===== src/rtl/sterownik_ustawienia.sv =====
// rtl/sterownik_ustawienia.sv - two-port round-robin arbiter and sequencer for the bit-set unit

// Bit-set datapath: set bit B of the mask and combine with inverted A.
// Any B that is negative or outside 0..BITS-1 flags an error and yields zero.
module sterownik_ustawienia_bitset #(
  parameter int BITS = 32
) (
  input  logic [BITS-1:0] arg_a_i,
  input  logic [BITS-1:0] arg_b_i,
  output logic [BITS-1:0] result_o,
  output logic            error_o
);

  localparam int IDX_W = $clog2(BITS);

  logic [IDX_W-1:0] idx;
  logic             out_of_range;
  logic [BITS-1:0]  one_hot;

  // Range check on the sign bit and the bits above the index field, then build the result.
  always_comb begin
    idx          = arg_b_i[IDX_W-1:0];
    out_of_range = arg_b_i[BITS-1] | (|arg_b_i[BITS-2:IDX_W]);
    one_hot      = {{(BITS-1){1'b0}}, 1'b1} << idx;
    error_o      = out_of_range;
    result_o     = '0;
    if (!out_of_range) begin
      result_o = one_hot | ~arg_a_i;
    end
  end

endmodule

// Arbiter/sequencer: IDLE grants one requester, LICZ computes and registers the
// result, WYNIK holds it until the downstream consumer takes it.
module sterownik_ustawienia #(
  parameter int BITS  = 32,
  parameter int CNT_W = 8
) (
  input  logic             i_clk,
  input  logic             i_rst_n,
  input  logic             i_req0_valid,
  input  logic [BITS-1:0]  i_req0_arg_A,
  input  logic [BITS-1:0]  i_req0_arg_B,
  output logic             o_req0_ready,
  input  logic             i_req1_valid,
  input  logic [BITS-1:0]  i_req1_arg_A,
  input  logic [BITS-1:0]  i_req1_arg_B,
  output logic             o_req1_ready,
  output logic             o_valid,
  input  logic             i_ready,
  output logic [BITS-1:0]  o_result,
  output logic             o_error,
  output logic             o_grant_id,
  output logic             o_busy,
  output logic [CNT_W-1:0] o_err_count
);

  typedef enum logic [1:0] {
    IDLE  = 2'd0,
    LICZ  = 2'd1,
    WYNIK = 2'd2
  } state_t;

  state_t           state_q, state_d;
  logic             ptr_q, ptr_d;
  logic [BITS-1:0]  a_q, a_d;
  logic [BITS-1:0]  b_q, b_d;
  logic             gid_q, gid_d;
  logic [BITS-1:0]  result_q, result_d;
  logic             error_q, error_d;
  logic             grant_id_q, grant_id_d;
  logic [CNT_W-1:0] cnt_q, cnt_d;

  logic             grant0, grant1;
  logic [BITS-1:0]  bs_result;
  logic             bs_error;

  sterownik_ustawienia_bitset #(
    .BITS (BITS)
  ) u_bitset (
    .arg_a_i  (a_q),
    .arg_b_i  (b_q),
    .result_o (bs_result),
    .error_o  (bs_error)
  );

  // Next-state, arbitration and register-load decisions; every target defaults to hold.
  always_comb begin
    state_d    = state_q;
    ptr_d      = ptr_q;
    a_d        = a_q;
    b_d        = b_q;
    gid_d      = gid_q;
    result_d   = result_q;
    error_d    = error_q;
    grant_id_d = grant_id_q;
    cnt_d      = cnt_q;
    grant0     = 1'b0;
    grant1     = 1'b0;

    case (state_q)
      IDLE: begin
        // Contention goes to the pointer's requester; a lone request always wins.
        if (i_req0_valid && i_req1_valid) begin
          grant0 = ~ptr_q;
          grant1 = ptr_q;
        end else begin
          grant0 = i_req0_valid;
          grant1 = i_req1_valid;
        end
        if (grant0 || grant1) begin
          gid_d   = grant1;
          a_d     = grant1 ? i_req1_arg_A : i_req0_arg_A;
          b_d     = grant1 ? i_req1_arg_B : i_req0_arg_B;
          ptr_d   = ~grant1;
          state_d = LICZ;
        end
      end
      LICZ: begin
        result_d   = bs_result;
        error_d    = bs_error;
        grant_id_d = gid_q;
        state_d    = WYNIK;
      end
      WYNIK: begin
        if (i_ready) begin
          if (error_q && (cnt_q != {CNT_W{1'b1}})) begin
            cnt_d = cnt_q + {{(CNT_W-1){1'b0}}, 1'b1};
          end
          state_d = IDLE;
        end
      end
      default: begin
        state_d = IDLE;
      end
    endcase
  end

  // State and datapath registers; reset discards any in-flight operation.
  always_ff @(posedge i_clk or negedge i_rst_n) begin
    if (!i_rst_n) begin
      state_q    <= IDLE;
      ptr_q      <= 1'b0;
      a_q        <= '0;
      b_q        <= '0;
      gid_q      <= 1'b0;
      result_q   <= '0;
      error_q    <= 1'b0;
      grant_id_q <= 1'b0;
      cnt_q      <= '0;
    end else begin
      state_q    <= state_d;
      ptr_q      <= ptr_d;
      a_q        <= a_d;
      b_q        <= b_d;
      gid_q      <= gid_d;
      result_q   <= result_d;
      error_q    <= error_d;
      grant_id_q <= grant_id_d;
      cnt_q      <= cnt_d;
    end
  end

  // Readies are combinational but forced low while reset is held.
  assign o_req0_ready = grant0 & i_rst_n;
  assign o_req1_ready = grant1 & i_rst_n;
  assign o_valid      = (state_q == WYNIK);
  assign o_busy       = (state_q != IDLE);
  assign o_result     = result_q;
  assign o_error      = error_q;
  assign o_grant_id   = grant_id_q;
  assign o_err_count  = cnt_q;

endmodule


===== config.mk =====
export PLATFORM = sky130hd
export DESIGN_NAME = sterownik_ustawienia
export DESIGN_NICKNAME = d
export VERILOG_FILES = /design/src/rtl/sterownik_ustawienia.sv
export SDC_FILE = /design/constraint.sdc
export NUM_CORES = 1
export LEC_CHECK = 0
export CORE_ASPECT_RATIO = 0.6
export CORE_UTILIZATION = 40
export DETAILED_ROUTE_END_ITERATION = 10
export GPL_TIMING_DRIVEN = 0
export PLACE_DENSITY_LB_ADDON = 0.08
export SLEW_MARGIN = 20
export SYNTH_ARGS = -nofsm -noshare
export SYNTH_HDL_FRONTEND = slang
export SYNTH_SLANG_ARGS = --single-unit

===== constraint.sdc =====
create_clock -name i_clk -period 4.85 [get_ports i_clk]
set_input_delay 1.2125 -clock i_clk [delete_from_list [all_inputs] [get_ports i_clk]]
set_output_delay 1.2125 -clock i_clk [all_outputs]
set_load 0.02 [all_outputs]

---- Word level (Yosys, flattened, before mapping) ----
Index checks and enable logic that the tools add are counted.
operators by class
  reductions and logical operators ........ 9
  shift-type cells ........................ 1
  bitwise operators ....................... 7
  add/subtract/negate cells ............... 1
  equality and inequality tests ........... 5
  multiplexer cells ....................... 12
operators with widths
  cell                    number
  $mux W32                3
  $not A32 Y32            1
  $or A32 B32 Y32         1
  $shl A1 B5 Y32 const A  1
  $reduce_or A26 Y1       1
  $add A8 B1 Y8 const B   1
  $ne A8 B8 Y1 const B    1
  $mux W1                 6
  $pmux W2 S3             1
  $mux W2                 2
  $reduce_and A2 Y1       2
  $reduce_and A3 Y1       1
  $and A1 B1 Y1           2
  $eq A2 B1 Y1 const B    1
  $eq A2 B2 Y1 const B    1
  $logic_and A1 B1 Y1     2
  $logic_not A2 Y1        1
  $ne A2 B1 Y1 const B    1
  $ne A2 B2 Y1 const B    1
  $not A1 Y1              2
  $reduce_bool A2 Y1      1
  $logic_or A1 B1 Y1      1
  $or A1 B1 Y1            1
word-level totals
  output and inout bits ................... 46
  bits in registers ....................... 110

---- Depth between registers and ports, before layout ----
  depth after elaboration ................. 6
  gate-level depth with buffers ........... 6
  mapped depth without buffers ............ 5

---- Hierarchy ----
From an unflattened synthesis, not the netlist that was laid out.
second synthesis, totals
  cell total of the unflattened synthesis .. 505
  area total of the unflattened synthesis .. 5,403.9 sq um
modules (own cells, without submodules)
  module                       sequential area each (sq um)  cells each  area an instance (sq um)  instances
  sterownik_ustawienia         2,752.6                       405         4,752.1                   1
  sterownik_ustawienia_bitset  0.0                           100         651.9                     1

---- Least setup slack after synthesis ----
OpenSTA, ideal clock, no wires.
  path type ............................... input to output
  from .................................... in i_req0_valid
  to ...................................... out o_req1_ready
  buffers on the path ..................... 1
  arrival time ............................ 2,245 ps
  cell stages on the path ................. 5
  path slack .............................. 1,393 ps
  cells stage by stage .................... inv_1 > o21ai_2 > nor2_1 > clkbuf_1 > and2_1
on the way
  cells in the longest elaborated chain, start to end .. 5
RTL lines
  item                   RTL line  source
  from (decl)            42        input logic i_req0_valid,
  $logic_and A1 B1 Y1    105       if (i_req0_valid && i_req1_valid) begin
  $mux W1                105
  $mux W1 (2 in series)  102       case (state_q)
  $and A1 B1 Y1          167       assign o_req1_ready = grant1 & i_rst_n;
  to (decl)              49        output logic o_req1_ready,
Every way passes these cells. The select of a mux whose other input is x is not followed.

---- Worst setup path in the final report ----
  from .................................... in i_req1_valid
  to ...................................... out o_req1_ready
on the way
  cells in the longest elaborated chain, start to end .. 5
RTL lines
  item                       RTL line  source
  from (decl)                46        input logic i_req1_valid,
  $logic_and A1 B1 Y1        105
  $mux W1 (*)                105
  $mux W1 (*) (2 in series)  102
  $and A1 B1 Y1 (*)          167
Mark *: on every way between the ends. The rest lies on a longest branch, timed or not. The select of a mux whose other input is x is not followed.

==> impl_metrics.toml <==
[pwr]
power_density_nw_per_um2 = 474
p_leak_uw = 0.00318
vdd_drop_max_v = 0.000251

[die]
die_h_um = 88.0
rows = 30
core-area_sq_um = 11600
start_util_pct = 42.3
dieArea_sq_um = 12800
die_width_um = 145
io_pins = 179

[synth]
synth_seq_cells = 110
synthArstFlopShare_pct = 100
synthCells = 424
synth_seq_area_share_pct = 55.9
synth-compound-area-share_pct = 21.9
synth_nets = 558
muxShareOfSynthArea_pct = 4.90
synth_cell_type_count = 37
synth-edff-count = 0
synth_fa_ha_area_share_pct = 0.254
synth_top_family_by_area = "compound AO/OA/AOI/OAI gates"
synthTopCellsByArea = "dfrtp_1 56%, a221o_1 8.1%, o21ai_0 5.8%, and2_1 5.6%, a22o_2 5.3%"
yosysWarnings = 0
yosys_most_used_dff = "dfrtp_1"
syn_area_per_cell_sq_um = 11.6
synth-simple-area-share_pct = 12.3
netlist_area_sq_um = 4930
synth_top_area_cell = "dfrtp_1"
synthXorXnorAreaFrac_pct = 1.24
yosysTopAreaCellShare_pct = 55.9

[critical_path]
cp-start-kind = "input pin"
arrival_ns = 3.40
r2r-start = "state_q[0]"
crit_fanout = 10
rr_worst_depth = 6
crit_type = "in2out"
cp.required_ns = 3.64
rrSetupSlack_ns = 2.83
r2r_end = "b_q[29]"
cp-end-kind = "output pin"

[global_routing]
grt_pass1_wl_um = 22500
grt_max_degree = 73
grt_antenna_before_repair = 0
grt_overflow = 0
gr-usage-all-layers_pct = 23.1
grt_pass1_vias = 4239

[sta]
setup_violations = 0
rsz0062_at_grt = "no"
period_share_pct = 95.0
totalNegativeSetupSlack_ns = 0
fin_worst_skew_ns = 0.00736
slew_viol_final = 0
slew_headroom_pct = 58.9
tightestPinTransition_ns = 0.612
period_needed_ns = 4.61
max_freq_mhz = 217
hold_violations = 0

[routing]
vias = 4063
drt_iter0_drc = 178
wl_um = 14100
vias_per_cell = 5.20
route.detailed.wl_per_inst_um = 18.0
first_pass_iters = 5
ant_nets = 0
drc = 0

[cts]
cts_buffer_depth = 2
root_buffer = "clkbuf_16"
numCtsBuffers = 9
htreeDepth = 3
clock-sinks = 110
clkLatencyLatePin_ns = 0.34
path_clk_slew_ns = 0.07
cts_tree = "done"

[worst_hold_path]
hold_path_depth = 2
hp-class = "reg2reg"
holdPathEnd = "a_q[8]"
holdCritStartpoint = "a_q[8]"

[finish]
fin_nets = 751
antenna_cells = 0
areaGrowthSynthToFinish_pct = 47.5
mostFrequentLayoutCell = "clkdlybuf4s50_1"
drive_above_1_share_pct = 10.6
fillers = 961
stdcell_area_sq_um = 7270
layout_common_cells = "177 x clkdlybuf4s50_1, 110 x dfrtp_1, 57 x o21ai_0, 44 x and2_1, 40 x a221o_1"

[placement]
placed_area_sq_um = 6940
hpwl_um = 10500
port_buffers = 178
place_congestion = 0.797

[status]
status = "completed"

[job]
drv_cap = 0
## routing by layer
metal  wire length [um]  vias up  share of wire, %  global-route usage [%]
met2               6140      142                44                    36.3
met1               6620     1948                47                    31.1
met3               1170       13               8.3                    7.40
li1                   -     1960                 -                       -
met5                  0        -                 0                       0
met4                155        0               1.1                    6.03
## worst max-delay path by stage
stage	from	to
2_1_floorplan	i_req0_valid	o_req1_ready
3_3_place_gp	i_rst_n	o_req1_ready
3_5_place_dp	i_req1_valid	o_req1_ready
4_1_cts	i_req1_valid	o_req0_ready
5_1_grt	i_req1_valid	o_req1_ready
6_report	i_req1_valid	o_req1_ready
## cell usage after synthesis (4+ instances only)
library cell and n:
dfrtp_1 110, nand2_1 30, and2_1 44, nor4_1 6, clkbuf_1 20, nand2b_1 4
a221o_1 40, a22o_1 6, a22o_2 26, mux2i_1 23, buf_2 5, xor2_1 6
o21ai_0 57, inv_1 7, nor2_1 6
## cells by family (layout without fill, tap and decap cells)
| family | count (synthesis) | in the layout |
|---|---|---|
| flops | 110 | 110 |
| simple gates | 108 | 108 |
| fa+ha+maj | 1 | 1 |
| xor+xnor | 7 | 7 |
| mux | 24 | 24 |
| buf+inv | 37 | 234 |
| compound gates | 137 | 137 |
## sequential cells by signal (all words and copies together) (netlist names)
| register | cells |
|---|---|
| ptr_q | 1 |
| gid_q | 1 |
| state_q | 2 |
| b_q | 32 |
| o_result | 32 |
| a_q | 32 |
| o_grant_id | 1 |
| o_error | 1 |
| o_err_count | 8 |
## critical path, cell delays in order
cell	delay [ns]
clkdlybuf4s50_1	0.59
o21ai_2	0.20
nor2_2	0.31
clkbuf_2	0.31
and2_1	0.16
clkdlybuf4s50_1	0.60
## through the flow
stage          utilization [%]  hold slack [ns]  power [uW]  std cells  worst slack (ns)
2_1_floorplan                -            0.444        2170        424              1.39
3_3_place_gp              59.4            0.457        2640        762             -2.73
3_5_place_dp              59.6            0.465        2680        763           0.00266
4_1_cts                   62.3            0.481        3450        778            0.0228
5_1_grt                   62.5            0.508        3680        781             0.102
6_report                  62.5            0.478        3440        781             0.240
## area by class of cell
class | count | area, sq um | share of cell area, %
clock inverters | 5 | 66.3 | 0.912
inverters | 7 | 26.3 | 0.361
flip-flops and latches | 110 | 2750 | 37.9
well taps | 160 | 200 | 2.75
multi-input cells | 277 | 2010 | 27.6
plain buffers | 30 | 146 | 2.01
repair buffers | 182 | 1830 | 25.2
clock buffers | 10 | 239 | 3.29
## timing repair
| action | CTS | global route |
|---|---|---|
| setup buffers | 0 | 3 |
| hold endpoints to repair | 0 | 0 |
| endpoints found under the setup margin | 1 | 2 |
| gates resized for setup | 1 | 2 |
| pin swaps | 0 | 1 |
| hold buffers | 0 | 0 |
## report_power, final
part           internal, uW  switching [uW]  total, uW
logic                   572             705       1280
clock network           419             339        757
registers              1220             191       1410
No activity file was read; power rests on OpenSTA's default activity.
